==> config.mk <==
export PLATFORM = sky130hd
export DESIGN_NAME = centroid_scheduler
export DESIGN_NICKNAME = d
export VERILOG_FILES = /design/src/rtl/juggler_pkg.sv /design/src/rtl/centroid_scheduler_seed_table.sv /design/src/rtl/centroid_scheduler.sv
export SDC_FILE = /design/constraint.sdc
export NUM_CORES = 1
export LEC_CHECK = 0
export ABC_AREA = 1
export BUFFER_PORTS_ARGS = -buffer_cell sky130_fd_sc_hd__buf_2
export CAP_MARGIN = 20
export CORE_AREA = 2 2 151 153
export CTS_CLUSTER_SIZE = 24
export DETAILED_ROUTE_END_ITERATION = 10
export DIE_AREA = 0 0 153 155
export PLACE_DENSITY = 0.82
export SLEW_MARGIN = 0
export SYNTH_ARGS = -nofsm -noshare
export SYNTH_HDL_FRONTEND = slang
export SYNTH_SLANG_ARGS = --single-unit
==> constraint.sdc <==
create_clock -name clk_in -period 18.4 [get_ports clk_in]
set_input_delay 0.92 -clock clk_in [delete_from_list [all_inputs] [get_ports clk_in]]
set_output_delay 0.92 -clock clk_in [all_outputs]
set_load 0.02 [all_outputs]
==> src/rtl/juggler_pkg.sv <==
// juggler_pkg -- definitions shared across the juggler vision pipeline.
//   Frame geometry, the centroid coordinate types, the centroid scheduler
//   state encoding and the default k-means seed constants.
package juggler_pkg;

  localparam int FRAME_WIDTH  = 320;
  localparam int FRAME_HEIGHT = 180;
  localparam int MAX_BALLS    = 7;

  localparam int CX_W = 9;   // covers 0..FRAME_WIDTH-1
  localparam int CY_W = 8;   // covers 0..FRAME_HEIGHT-1

  typedef logic [CX_W-1:0] cx_t;
  typedef logic [CY_W-1:0] cy_t;
  typedef logic [2:0]      ball_idx_t;

  typedef enum logic [2:0] {
    IDLE,
    ARM,
    STORE,
    SOLVE,
    PUBLISH
  } sched_state_t;

  // Default seeds spread evenly across the frame on one horizontal line.
  localparam cx_t SEED_X_STEP = 9'd40;
  localparam cy_t SEED_Y      = 8'd90;

  function automatic cx_t default_seed_x(input ball_idx_t idx);
    cx_t slot;
    slot = {6'd0, idx} + 9'd1;
    return slot * SEED_X_STEP;
  endfunction

  function automatic cy_t default_seed_y(input ball_idx_t idx);
    return (idx == idx) ? SEED_Y : SEED_Y;
  endfunction

endpackage

==> src/rtl/centroid_scheduler_seed_table.sv <==
// seed_table -- combinational default-seed generator.
//   idx    : centroid slot index
//   seed_x : default x seed for the slot, 40*(idx+1)
//   seed_y : default y seed for the slot, constant 90
module seed_table
  import juggler_pkg::*;
(
  input  ball_idx_t idx,
  output cx_t       seed_x,
  output cy_t       seed_y
);

  always_comb begin
    seed_x = default_seed_x(idx);
    seed_y = default_seed_y(idx);
  end

endmodule

==> src/rtl/centroid_scheduler.sv <==
// centroid_scheduler -- sequences the k-means engine once per camera frame.
//   Arms k-means with seeds at frame start (km_rst_out), flags the end of
//   pixel storage (km_new_frame_out), waits for the result with a timeout,
//   publishes centroids (valid_out) and feeds the result back as the next
//   frame's seeds.
// Ports:
//   clk_in, rst_in (async, active-high)
//   frame_start_in, frame_end_in, num_balls_in, reseed_in : frame control
//   km_valid_in, km_x_in, km_y_in                          : k-means result
//   km_rst_out, km_new_frame_out, seed_x_out, seed_y_out,
//   km_num_balls_out                                       : k-means control
//   centroids_x_out, centroids_y_out, valid_out            : published result
//   busy_out, timeout_out                                  : status
// Build option: define STATS_EN to add frames_done_out, frames_dropped_out
//   and solve_cycles_out statistics ports.
module centroid_scheduler
  import juggler_pkg::*;
#(
  parameter logic [23:0] TIMEOUT_CYCLES = 24'd2_000_000,
  parameter int unsigned MAX_BALLS      = juggler_pkg::MAX_BALLS
) (
  input  logic                  clk_in,
  input  logic                  rst_in,
  input  logic                  frame_start_in,
  input  logic                  frame_end_in,
  input  logic [2:0]            num_balls_in,
  input  logic                  reseed_in,
  input  logic                  km_valid_in,
  input  cx_t  [MAX_BALLS-1:0]  km_x_in,
  input  cy_t  [MAX_BALLS-1:0]  km_y_in,
  output logic                  km_rst_out,
  output logic                  km_new_frame_out,
  output cx_t  [MAX_BALLS-1:0]  seed_x_out,
  output cy_t  [MAX_BALLS-1:0]  seed_y_out,
  output logic [2:0]            km_num_balls_out,
  output cx_t  [MAX_BALLS-1:0]  centroids_x_out,
  output cy_t  [MAX_BALLS-1:0]  centroids_y_out,
  output logic                  valid_out,
  output logic                  busy_out,
  output logic                  timeout_out
`ifdef STATS_EN
  ,
  output logic [15:0]           frames_done_out,
  output logic [15:0]           frames_dropped_out,
  output logic [23:0]           solve_cycles_out
`endif
);

  sched_state_t state_q, state_d;

  logic        arm_go;
  logic        store_done;
  logic        km_take;
  logic        timeout_hit;
  logic [23:0] solve_cnt_q;
  logic        reseed_pend_q;
  logic [2:0]  nb_clamped;

  cx_t [MAX_BALLS-1:0] def_x;
  cy_t [MAX_BALLS-1:0] def_y;

  for (genvar g = 0; g < MAX_BALLS; g++) begin : g_seed
    seed_table u_seed_table (
      .idx    (ball_idx_t'(g)),
      .seed_x (def_x[g]),
      .seed_y (def_y[g])
    );
  end

  always_comb begin
    nb_clamped = num_balls_in;
    if (num_balls_in == 3'd0)
      nb_clamped = 3'd1;
    else if (32'(num_balls_in) > MAX_BALLS)
      nb_clamped = 3'(MAX_BALLS);
  end

  always_ff @(posedge clk_in or posedge rst_in) begin
    if (rst_in) state_q <= IDLE;
    else        state_q <= state_d;
  end

  always_comb begin
    state_d     = state_q;
    arm_go      = 1'b0;
    store_done  = 1'b0;
    km_take     = 1'b0;
    timeout_hit = 1'b0;
    km_rst_out  = 1'b0;
    valid_out   = 1'b0;
    busy_out    = 1'b1;
    unique case (state_q)
      IDLE: begin
        busy_out = 1'b0;
        // frame_start wins over a coincident frame_end: STORE only looks at
        // frame_end from the following frame onward.
        if (frame_start_in) begin
          arm_go  = 1'b1;
          state_d = ARM;
        end
      end
      ARM: begin
        km_rst_out = 1'b1;
        state_d    = STORE;
      end
      STORE: begin
        if (frame_end_in) begin
          store_done = 1'b1;
          state_d    = SOLVE;
        end
      end
      SOLVE: begin
        if (km_valid_in) begin
          km_take = 1'b1;
          state_d = PUBLISH;
        end else if (solve_cnt_q == TIMEOUT_CYCLES - 24'd1) begin
          timeout_hit = 1'b1;
          state_d     = IDLE;
        end
      end
      PUBLISH: begin
        valid_out = 1'b1;
        state_d   = IDLE;
      end
      default: state_d = IDLE;
    endcase
  end

  // Seed registers only change on the IDLE->ARM edge or when SOLVE is left,
  // so k-means sees stable seeds from ARM through SOLVE. A reseed request is
  // parked until the next ARM so it cannot disturb a frame in flight.
  always_ff @(posedge clk_in or posedge rst_in) begin
    if (rst_in) begin
      km_new_frame_out <= 1'b0;
      km_num_balls_out <= 3'd1;
      solve_cnt_q      <= '0;
      reseed_pend_q    <= 1'b0;
      timeout_out      <= 1'b0;
      centroids_x_out  <= '0;
      centroids_y_out  <= '0;
      for (int unsigned i = 0; i < MAX_BALLS; i++) begin
        seed_x_out[i] <= default_seed_x(ball_idx_t'(i));
        seed_y_out[i] <= default_seed_y(ball_idx_t'(i));
      end
    end else begin
      km_new_frame_out <= store_done;

      if (store_done)
        solve_cnt_q <= '0;
      else if (state_q == SOLVE)
        solve_cnt_q <= solve_cnt_q + 24'd1;

      if (arm_go)
        km_num_balls_out <= nb_clamped;

      if (arm_go)
        reseed_pend_q <= 1'b0;
      else if (reseed_in)
        reseed_pend_q <= 1'b1;

      if (timeout_hit)
        timeout_out <= 1'b1;
      else if (km_take)
        timeout_out <= 1'b0;

      for (int unsigned i = 0; i < MAX_BALLS; i++) begin
        if (km_take) begin
          centroids_x_out[i] <= km_x_in[i];
          centroids_y_out[i] <= km_y_in[i];
        end
        if (arm_go) begin
          if (reseed_pend_q || reseed_in || i >= 32'(nb_clamped)) begin
            seed_x_out[i] <= def_x[i];
            seed_y_out[i] <= def_y[i];
          end
        end else if (timeout_hit) begin
          seed_x_out[i] <= def_x[i];
          seed_y_out[i] <= def_y[i];
        end else if (km_take) begin
          if (i < 32'(km_num_balls_out)) begin
            seed_x_out[i] <= km_x_in[i];
            seed_y_out[i] <= km_y_in[i];
          end else begin
            seed_x_out[i] <= def_x[i];
            seed_y_out[i] <= def_y[i];
          end
        end
      end
    end
  end

`ifdef STATS_EN
  always_ff @(posedge clk_in or posedge rst_in) begin
    if (rst_in) begin
      frames_done_out    <= '0;
      frames_dropped_out <= '0;
      solve_cycles_out   <= '0;
    end else begin
      if (km_take) begin
        frames_done_out  <= frames_done_out + 16'd1;
        solve_cycles_out <= solve_cnt_q + 24'd1;
      end
      if (frame_start_in && state_q != IDLE)
        frames_dropped_out <= frames_dropped_out + 16'd1;
    end
  end
`endif

endmodule
==> flow_summary.ini, run 1 <==
[status]
outcome = complete, no violations

[yosys]
ys_seq_elements = 271
synth_fa_ha_area_frac = 0.00103
synthXorXnorAreaFrac = 0.000721
syn-instance-count = 1537
synth.distinct_cells = 34
synth_compound_area_frac = 0.0352
yosysWarnings = 0
synthSimpleGateAreaFrac = 0.343
synthMuxAreaShare = 0
postSynthAreaPerCell_um2 = 7.90
syn_nets = 1666
synth_top_family_by_area = simple AND/OR/NAND/NOR gates
synth_area_um2 = 12100
synth_seq_area_share = 0.563

[grt]
busiest_layer = met2
grt.met3_usage = 0.0699
grtUsageTotal = 0.300
gr-total-overflow = 0
grt_max_degree = 123
grtUsageMet1 = 0.383
antenna_found_initial = 2
grt_pass1_vias = 10800
met2_usage = 0.510
grt_pass1_wl_um = 57400

[sta]
finalHoldViolCount = 0
fin_ws_ns = 15.04
max_slew_margin = 0.280
tns_ns = 0
rsz0062_at_grt = false
maxSlewViolCount = 0
setup_viol = 0
max_clock_freq_mhz = 298
fin_crit_sh = 0.183
skew_ns = 0.0139
period_needed_ns = 3.36
worst_pin_slew_ns = 1.08

[floorplan]
rows = 55
fp.dieW_um = 153
fp.coreArea_um2 = 22200
initial_utilization = 0.546
fp.dieH_um = 155
dieArea_um2 = 23700
pin_count = 374

[clock_tree]
postCtsResizedCells = 0
root_buffer = clkbuf_16
cts_buffers = 29
ctsHoldBuffers = 0
htreeDepth = 1
cts_sinks = 271
clk-insertion-delay-late_ns = 0.55
ctsLongestPathBuffers = 3
tritoncts = yes
clk_pin_slew_ns = 0.06
post-cts-setup-buffer-count = 0

[worst_setup_path]
rr_startpoint = solve_cnt_q[0]$_DFFE_PP0P_
critical_path.startpoint = solve_cnt_q[0]$_DFFE_PP0P_
cp_data_required_time_ns = 18.84
crit_type = flop to flop
arrival_ns = 3.80
path_max_fanout = 46
cp-end-kind = flop
cp-start-kind = flop

[detailed_routing]
routed-via-count = 11500
drcViolationCount = 0
wl_per_cell_um = 16.7
drt_wl_total_um = 36400
viasPerCell = 5.27
dr.pass1.iters = 6
drt-initial-drc-count = 922
ant_nets = 0

[finish]
fin_util = 0.676
nNetsFinal = 2005
syn_to_final_growth_pct = 23.8
drive_gt1_frac = 0.268
nFillCells = 1847
fin_cells = 2184

[min_path]
hold_path.class = flop to flop
hp-start = seed_y_out[30]$_DFFE_PP1P_

[power_and_ir_drop]
irDropWorstVdd_mv = 0.110
powerDensity_nw_per_um2 = 184
p_leak_nw = 8.63
power.total_mw = 2.77

[placement]
globalplace.congestion = 0.900
placed_cells = 2129
hpwl_um = 25100
pre_cts_slack_ns = 14.87
io_buffers = 373

[run]
cap_violations = 0
report_power, final:
part / switching (mW) / internal [mW] / leakage [nW] / total [mW]
clock network: 0.240 / 0.323 / 0.447 / 0.562
logic: 0.841 / 0.350 / 4.79 / 1.19
registers: 0.143 / 0.875 / 3.39 / 1.02
total: 1.22 / 1.55 / 8.63 / 2.77
per-stage QoR:
step	hold slack [ns]	instance area (um^2)
after CTS	0.461	15000
after detailed placement	0.452	14100
final	0.462	15000
after floorplan	0.463	12100
after global placement	0.449	14100
after global routing	0.471	15000
worst max-delay path: stages, from the launching register on:
cell     delay, ns
dfrtp_1       0.40
ha_1          0.24
nand3_2       0.13
nor3_4        0.24
nand4_4       0.59
buf_4         0.55
nand2_2       0.71
nor2_1        0.12
nand2_1       0.13
nand2_1       0.06
cells in the mapped netlist (all sizes together):
cell	n	area, um^2
nand4	36	240
nand2	744	2840
o21ai	54	270
o211ai	1	7.51
xnor2	1	8.76
nor2	162	628
or2	1	6.26
a21oi	12	120
clkbuf	42	158
nand3	78	410
o22ai	1	6.26
o221ai	1	8.76
dfrtp	222	5560
ha	1	12.5
buf	30	174
nor3	7	46.3
o31ai	2	15.0
dfstp	49	1290
inv	93	352
cells in the final DEF (no fill, tap or decap), drive strengths merged, types with 2 or more instances in the layout:
| cell type | count |
|---|---|
| o21ai | 54 |
| dfrtp | 222 |
| buf | 380 |
| nand2 | 744 |
| clkinv | 5 |
| inv | 93 |
| nor2 | 162 |
| nor3 | 7 |
| a21oi | 12 |
| dfstp | 49 |
| nand3 | 78 |
| clkbuf | 47 |
| nand4 | 36 |
| o31ai | 2 |
cell families after synthesis:
family                     count (synthesis)
AOI/OAI and AO/OA                         71
and+or+nand+nor                         1028
xor gates and xnor gates                   1
buffers and inverters                    165
DFF                                      271
adders and majority gates                  1
path summary, 6_finish.rpt:
path                                                    to  slack [ns]  cells after the start
max                             seed_y_out[34]$_DFFE_PP0P_       15.04                      9
min                             seed_y_out[30]$_DFFE_PP1P_        0.46                      2
max reg2reg                     seed_y_out[34]$_DFFE_PP0P_       15.04                      9
min reg2reg                     seed_y_out[30]$_DFFE_PP1P_        0.46                      2
max in group asynchronous  centroids_y_out[30]$_DFFE_PP0P_       16.40                      3
min in group asynchronous   centroids_x_out[2]$_DFFE_PP0P_        0.53                      2
state kept, by name, summed over array words and instances (netlist names):
| signal | flops |
|---|---|
| centroids_x_out | 63 |
| timeout_out | 1 |
| solve_cnt_q | 24 |
| seed_x_out | 63 |
| state_q | 3 |
| seed_y_out | 56 |
| km_num_balls_out | 3 |
| centroids_y_out | 56 |
| km_new_frame_out | 1 |
| reseed_pend_q | 1 |
metal layers:
metal | share of wire | vias up
li1 | - | 5421
met1 | 0.40 | 5433
met2 | 0.48 | 550
met3 | 0.087 | 96
met4 | 0.034 | 2
met5 | 0.00022 | -
final cells by class:
class | count | area (um^2) | area share
clock inverters | 6 | 36.3 | 0.00241
repair buffers | 380 | 1940 | 0.129
diodes | 1 | 2.50 | 0.000166
clock buffers | 47 | 873 | 0.0581
inverters | 93 | 360 | 0.0240
multi-input cells | 1101 | 4620 | 0.308
well taps | 285 | 357 | 0.0237
flip-flops and latches | 271 | 6840 | 0.455
No activity file was read; power rests on OpenSTA's default activity.
==> run 2, diff against run 1 <==
--- a/config.mk
+++ b/config.mk
@@ -5,14 +5,14 @@
 export SDC_FILE = /design/constraint.sdc
 export NUM_CORES = 1
 export LEC_CHECK = 0
-export ABC_AREA = 1
+export ABC_AREA = 0
 export BUFFER_PORTS_ARGS = -buffer_cell sky130_fd_sc_hd__buf_2
 export CAP_MARGIN = 20
-export CORE_AREA = 2 2 151 153
+export CORE_AREA = 2 2 150 152
 export CTS_CLUSTER_SIZE = 24
 export DETAILED_ROUTE_END_ITERATION = 10
-export DIE_AREA = 0 0 153 155
-export PLACE_DENSITY = 0.82
+export DIE_AREA = 0 0 152 154
+export PLACE_DENSITY = 0.76
 export SLEW_MARGIN = 0
 export SYNTH_ARGS = -nofsm -noshare
 export SYNTH_HDL_FRONTEND = slang
==> constraint.sdc (replaced) <==
create_clock -name clk_in -period 3.4 [get_ports clk_in]
set_input_delay 0.17 -clock clk_in [delete_from_list [all_inputs] [get_ports clk_in]]
set_output_delay 0.17 -clock clk_in [all_outputs]
set_load 0.02 [all_outputs]
==> run 2 against run 1 <==
  * Utilization grew 2.0 points
  * Global-route usage shrank 0.79 points
  * Non-clock buffer count grew 131
  * Synthesized cell count shrank 36%
  * Cell area grew 0.42%
  * Largest power group unchanged
==> flow_summary.ini, run 2 <==
[status]
outcome = complete, no violations

[worst_setup_path]
rrSetupSlack_ns = 0.71
path_max_fanout = 11
cp-start-kind = flop
crit_type = flop to flop
arrival_ns = 3.11
cp-end-kind = flop
reg2regPathDepth = 6
cp_data_required_time_ns = 3.82
rr_startpoint = solve_cnt_q[0]$_DFFE_PP0P_
timing.rr.end = seed_x_out[12]$_DFFE_PP0P_

[clock_tree]
htreeDepth = 1
cts_sinks = 271
post-cts-setup-buffer-count = 0
root_buffer = clkbuf_16
cts_buffers = 29
postCtsResizedCells = 0
tritoncts = yes
clk_pin_slew_ns = 0.06
clk-insertion-delay-late_ns = 0.55
ctsLongestPathBuffers = 3
ctsHoldBuffers = 124

[sta]
fin_crit_sh = 0.792
finalHoldViolCount = 0
setup_viol = 0
max_slew_margin = 0.274
maxSlewViolCount = 0
worst_pin_slew_ns = 1.08
period_needed_ns = 2.69
tns_ns = 0
rsz0062_at_grt = false
max_clock_freq_mhz = 371
skew_ns = 0.0215

[finish]
drive_gt1_frac = 0.354
nNetsFinal = 1605
reg.largest.list = centroids_x_out x63, seed_x_out x63
diodes = 0
mostFrequentLayoutCells = nand2_1 (394), buf_2 (373), dfrtp_1 (222)
syn_to_final_growth_pct = 40.9
mostFrequentLayoutCell = nand2_1

[yosys]
synth_edf_count = 0
synth_area_leaders = dfrtp_1 (52%), nand2_1 (14%), dfstp_2 (12%), a22o_1 (5.0%), o22a_1 (3.4%)
synth_ff_type = dfrtp_1
syn-instance-count = 985
postSynthAreaPerCell_um2 = 10.9
yosysTopAreaCell = dfrtp_1
synth_seq_area_share = 0.639
yosysWarnings = 0
synth.distinct_cells = 60
async_reset_ff_frac = 1.00
ys_seq_elements = 271
syn_nets = 1114
post-synth-top-count-cell = nand2_1
synth_area_um2 = 10700
synth_top_area_frac = 0.519
synth_top_cells_by_count = nand2_1 (395), dfrtp_1 (222), a22o_1 (61), dfstp_2 (49), o22a_1 (42)

[floorplan]
fp.dieH_um = 154
fp.coreArea_um2 = 21700
dieArea_um2 = 23400
initial_utilization = 0.494
fp.dieW_um = 152
rows = 54
pin_count = 374

[grt]
grt_pass1_vias = 9864
gr-total-overflow = 0
grtUsageTotal = 0.292
grt_pass1_wl_um = 54700
grt_max_degree = 156
antenna_found_initial = 0

[min_path]
whs_endpoint = km_num_balls_out[0]$_DFFE_PP1P_
hold_path_depth = 5
hold_path.class = primary input to flop
hp-start = frame_start_in

[detailed_routing]
ant_nets = 0
drt_wl_total_um = 34900
routed-via-count = 9732
viasPerCell = 5.47
dr.pass1.iters = 5
drcViolationCount = 0
drt-initial-drc-count = 744
wl_per_cell_um = 19.6

[placement]
io_buffers = 373
globalplace.congestion = 0.891
hpwl_um = 22600

[power_and_ir_drop]
irDropWorstVdd_mv = 0.505
p_leak_nw = 7.89
power.total_mw = 13.7
powerDensity_nw_per_um2 = 906

[run]
cap_violations = 0
==> run 2: cell types whose count changed in the layout (fill, tap and decap cells not counted), moves of 12 or more <==
cell,delta
nand2_1,-339
nor2_1,-140
dlygate4sd3_1,+124
inv_1,-81
nand3_1,-62
a22o_1,+61
o21ai_0,-45
o22a_1,+42
nand4_1,-27
mux2i_1,+15
mux2_2,+12
==> run 2: cells by family (layout without fill, tap and decap cells) <==
group / after synthesis / count (layout) / synth area share
AND/OR/NAND/NOR: 486 / 486 / 0.194
flip-flops: 271 / 271 / 0.639
AO/OA/AOI/OAI: 139 / 139 / 0.110
buffers and inverters: 56 / 570 / 0.0234
multiplexers: 32 / 32 / 0.0333
adder cells (fa/ha/maj): 1 / 1 / 0.00117
==> run 2: metal layers <==
| metal | up-vias | GRT usage | share of wire |
|---|---|---|---|
| li1 | 4333 | - | - |
| met1 | 4742 | 0.365 | 0.38 |
| met2 | 506 | 0.492 | 0.50 |
| met3 | 151 | 0.0476 | 0.062 |
| met4 | 0 | 0.155 | 0.058 |
| met5 | - | 0 | 0 |
==> run 2: worst max-delay path: stages (launching register included) <==
cell and delay (ns):
dfrtp_1 0.39, ha_1 0.23, nand2_1 0.15, or3_4 0.45, nor4_2 0.48, o21ai_1 0.53
a22o_1 0.34
==> run 2: stage by stage <==
stage / instances / worst slack [ns] / utilization / instance area [um^2] / hold slack [ns]
floorplan: 985 / -0.311 / - / 10700 / 0.275
global placement: 1599 / 0.862 / 0.591 / 12800 / 0.367
detailed placement: 1599 / 0.788 / 0.591 / 12800 / 0.364
CTS: 1777 / 0.752 / 0.694 / 15100 / 0.127
global route: 1779 / 0.595 / 0.696 / 15100 / 0.163
finish: 1779 / 0.707 / 0.696 / 15100 / 0.150
==> run 2: worst max path at each step <==
| stage | startpoint | end | slack, ns | cells past startpoint |
|---|---|---|---|---|
| detailed placement | solve_cnt_q[0]$_DFFE_PP0P_ | seed_x_out[58]$_DFFE_PP1P_ | 0.79 | 6 |
| CTS | solve_cnt_q[0]$_DFFE_PP0P_ | seed_x_out[58]$_DFFE_PP1P_ | 0.75 | 6 |
| global route | solve_cnt_q[0]$_DFFE_PP0P_ | seed_x_out[10]$_DFFE_PP0P_ | 0.60 | 6 |
| floorplan | rst_in | centroids_x_out[0]$_DFFE_PP0P_ | -0.31 | 1 |
| global placement | solve_cnt_q[0]$_DFFE_PP0P_ | seed_x_out[16]$_DFFE_PP0P_ | 0.86 | 6 |
| finish | solve_cnt_q[0]$_DFFE_PP0P_ | seed_x_out[12]$_DFFE_PP0P_ | 0.71 | 6 |
==> run 2: report_power, final <==
| group | internal [mW] | switching (mW) | total (mW) |
|---|---|---|---|
| clock network | 1.94 | 1.30 | 3.24 |
| logic | 1.80 | 3.47 | 5.26 |
| registers | 4.47 | 0.703 | 5.17 |
| total | 8.21 | 5.47 | 13.7 |
==> run 2: layout make-up <==
| type | count | area, um^2 |
|---|---|---|
| flip-flops and latches | 271 | 6840 |
| fillers | 1528 | 6590 |
| multi-input cells | 658 | 3630 |
| repair buffers | 511 | 3250 |
| clock buffers | 40 | 827 |
| well taps | 280 | 350 |
| clock inverters | 14 | 174 |
| inverters | 5 | 25.0 |
==> run 3, diff against run 2 <==
==> constraint.sdc (replaced) <==
create_clock -name clk_in -period 2.56 [get_ports clk_in]
set_input_delay 0.128 -clock clk_in [delete_from_list [all_inputs] [get_ports clk_in]]
set_output_delay 0.128 -clock clk_in [all_outputs]
set_load 0.02 [all_outputs]
==> run 3 against run 2 <==
  * Global-route usage is 0.32 points higher
  * Worst hold slack lost 0.018 ns
  * Via count increased by 0.23%
  * Wire length up 0.72%
  * Highest routed layer unchanged
==> flow_summary.ini, run 3 (synthesized netlist as in run 2, its figures left out) <==
[grt]
grt_max_degree = 61
grtUsageTotal = 0.296
gr-total-overflow = 0
antenna_found_initial = 2
grt_pass1_wl_um = 55700
grt_pass1_vias = 10100

[sta]
setup_viol = 0
maxSlewViolCount = 0
max_slew_margin = 0.304
fin_ws_ns = 0.145
rsz0062_at_grt = false
period_needed_ns = 2.42
skew_ns = 0.0112
max_clock_freq_mhz = 414
worst_pin_slew_ns = 1.04
finalHoldViolCount = 0
fin_crit_sh = 0.944

[finish]
fin_cells = 1798
drive_gt1_frac = 0.361
mostFrequentLayoutCell = nand2_1
final_area_um2 = 15300
syn_to_final_growth_pct = 42.8
mostFrequentLayoutCells = nand2_1 (393), buf_2 (373), dfrtp_1 (222)
reg.largest.list = centroids_x_out x63, seed_x_out x63
nNetsFinal = 1623
nFillCells = 1537
fin_util = 0.706

[status]
outcome = complete, no violations

[run]
cap_violations = 0

[clock_tree]
cts_buffers = 28
clk-insertion-delay-late_ns = 0.53
root_buffer = clkbuf_16
htreeDepth = 1
clk_pin_slew_ns = 0.06
ctsLongestPathBuffers = 3
tritoncts = yes
cts_sinks = 271

[floorplan]
pin_count = 374
rows = 54
initial_utilization = 0.494
fp.dieW_um = 152
dieArea_um2 = 23400
fp.coreArea_um2 = 21700
fp.dieH_um = 154

[detailed_routing]
top_layer = met4
routed-via-count = 9754
dr.pass1.iters = 5
wl_met3_um = 2310
wl_met1_um = 13600
drt_wl_total_um = 35100
drcViolationCount = 0
drt-initial-drc-count = 581
ant_nets = 0
wl_per_cell_um = 19.5
wl_met2_um = 17100
viasPerCell = 5.42

[power_and_ir_drop]
power_frac_clock = 0.235
pwr-share-comb = 0.392
p_leak_nw = 8.02
seq_power_share = 0.373
irDropWorstVdd_mv = 0.550
p_sw_frac = 0.396
netSwitchingPower_mw = 7.25
internal_power_mw = 11.0
powerDensity_nw_per_um2 = 1200

[placement]
io_buffers = 373
placed_cells = 1618
hpwl_um = 23600
pre_cts_slack_ns = 0.0888
dpl_cell_area_um2 = 13000
globalplace.congestion = 0.868

[min_path]
hold_path.class = primary input to flop

[worst_setup_path]
rrSetupSlack_ns = 0.14
arrival_ns = 2.83
cp-end-kind = flop
cp-start-kind = flop
path_max_fanout = 17
crit_type = flop to flop
cp_data_required_time_ns = 2.98
run 3: changes by cell type in the layout (fill, tap and decap cells not counted), moves of 2 or more:
cell	before	now
clkinv_2	2	4
diode_2	0	2
buf_12	1	6
clkinvlp_4	5	3
a21boi_4	0	3
a21boi_2	3	0
buf_4	11	27
clkinv_4	4	0
run 3: path summary, 6_finish.rpt:
check	start	end	cells after the start
setup / recovery	solve_cnt_q[0]$_DFFE_PP0P_	seed_y_out[0]$_DFFE_PP0P_	6
hold / removal	frame_start_in	km_num_balls_out[0]$_DFFE_PP1P_	5
setup reg to reg	solve_cnt_q[0]$_DFFE_PP0P_	seed_y_out[0]$_DFFE_PP0P_	6
hold reg to reg	centroids_y_out[47]$_DFFE_PP0P_	centroids_y_out[47]$_DFFE_PP0P_	2
max in group asynchronous	rst_in	centroids_x_out[2]$_DFFE_PP0P_	4
min in group asynchronous	rst_in	centroids_x_out[55]$_DFFE_PP0P_	3
run 3: power by group through the flow:
stage	combinational [mW]	clock, mW	sequential (mW)
floorplan	2.46	0	8.55
global placement	6.74	0	6.77
detailed placement	6.89	0	6.82
CTS	7.06	4.34	6.77
global route	7.67	4.52	6.99
finish	7.17	4.29	6.83
run 3: final cells by class:
cell class | instances | area (um^2) | share of cell area
flip-flops and latches | 271 | 6840 | 0.447
multi-input cells | 658 | 3660 | 0.239
repair buffers | 530 | 3430 | 0.224
clock buffers | 43 | 858 | 0.0561
well taps | 280 | 350 | 0.0229
clock inverters | 9 | 125 | 0.00818
inverters | 5 | 25.0 | 0.00164
diodes | 2 | 5.00 | 0.000327
run 3: critical path, cell delays in order, from the launching register on:
cell     delay, ns
dfrtp_1       0.39
ha_1          0.24
nand2_2       0.11
or3_4         0.43
or4_4         0.61
and3_2        0.26
mux2_2        0.26
run 3: repair_timing:
action,4_1_cts,5_1_grt
hold endpoints to repair,248,0
buffers inserted,0,1
resized for setup,0,6
setup endpoints to repair,0,49
hold buffers,124,0
run 3: per-layer routing:
layer,vias to the layer above,track usage
met5,-,0
met2,499,0.493
met4,0,0.167
li1,4372,-
met1,4741,0.364
met3,142,0.0550
run 3: stage by stage:
step           setup TNS, ns  power [mW]  hold WS (ns)
2_1_floorplan        -254.63        11.0         0.233
3_3_place_gp               0        13.5         0.330
5_1_grt                    0        19.2         0.144
6_report                   0        18.3         0.132
4_1_cts                    0        18.2         0.113
3_5_place_dp               0        13.7         0.328
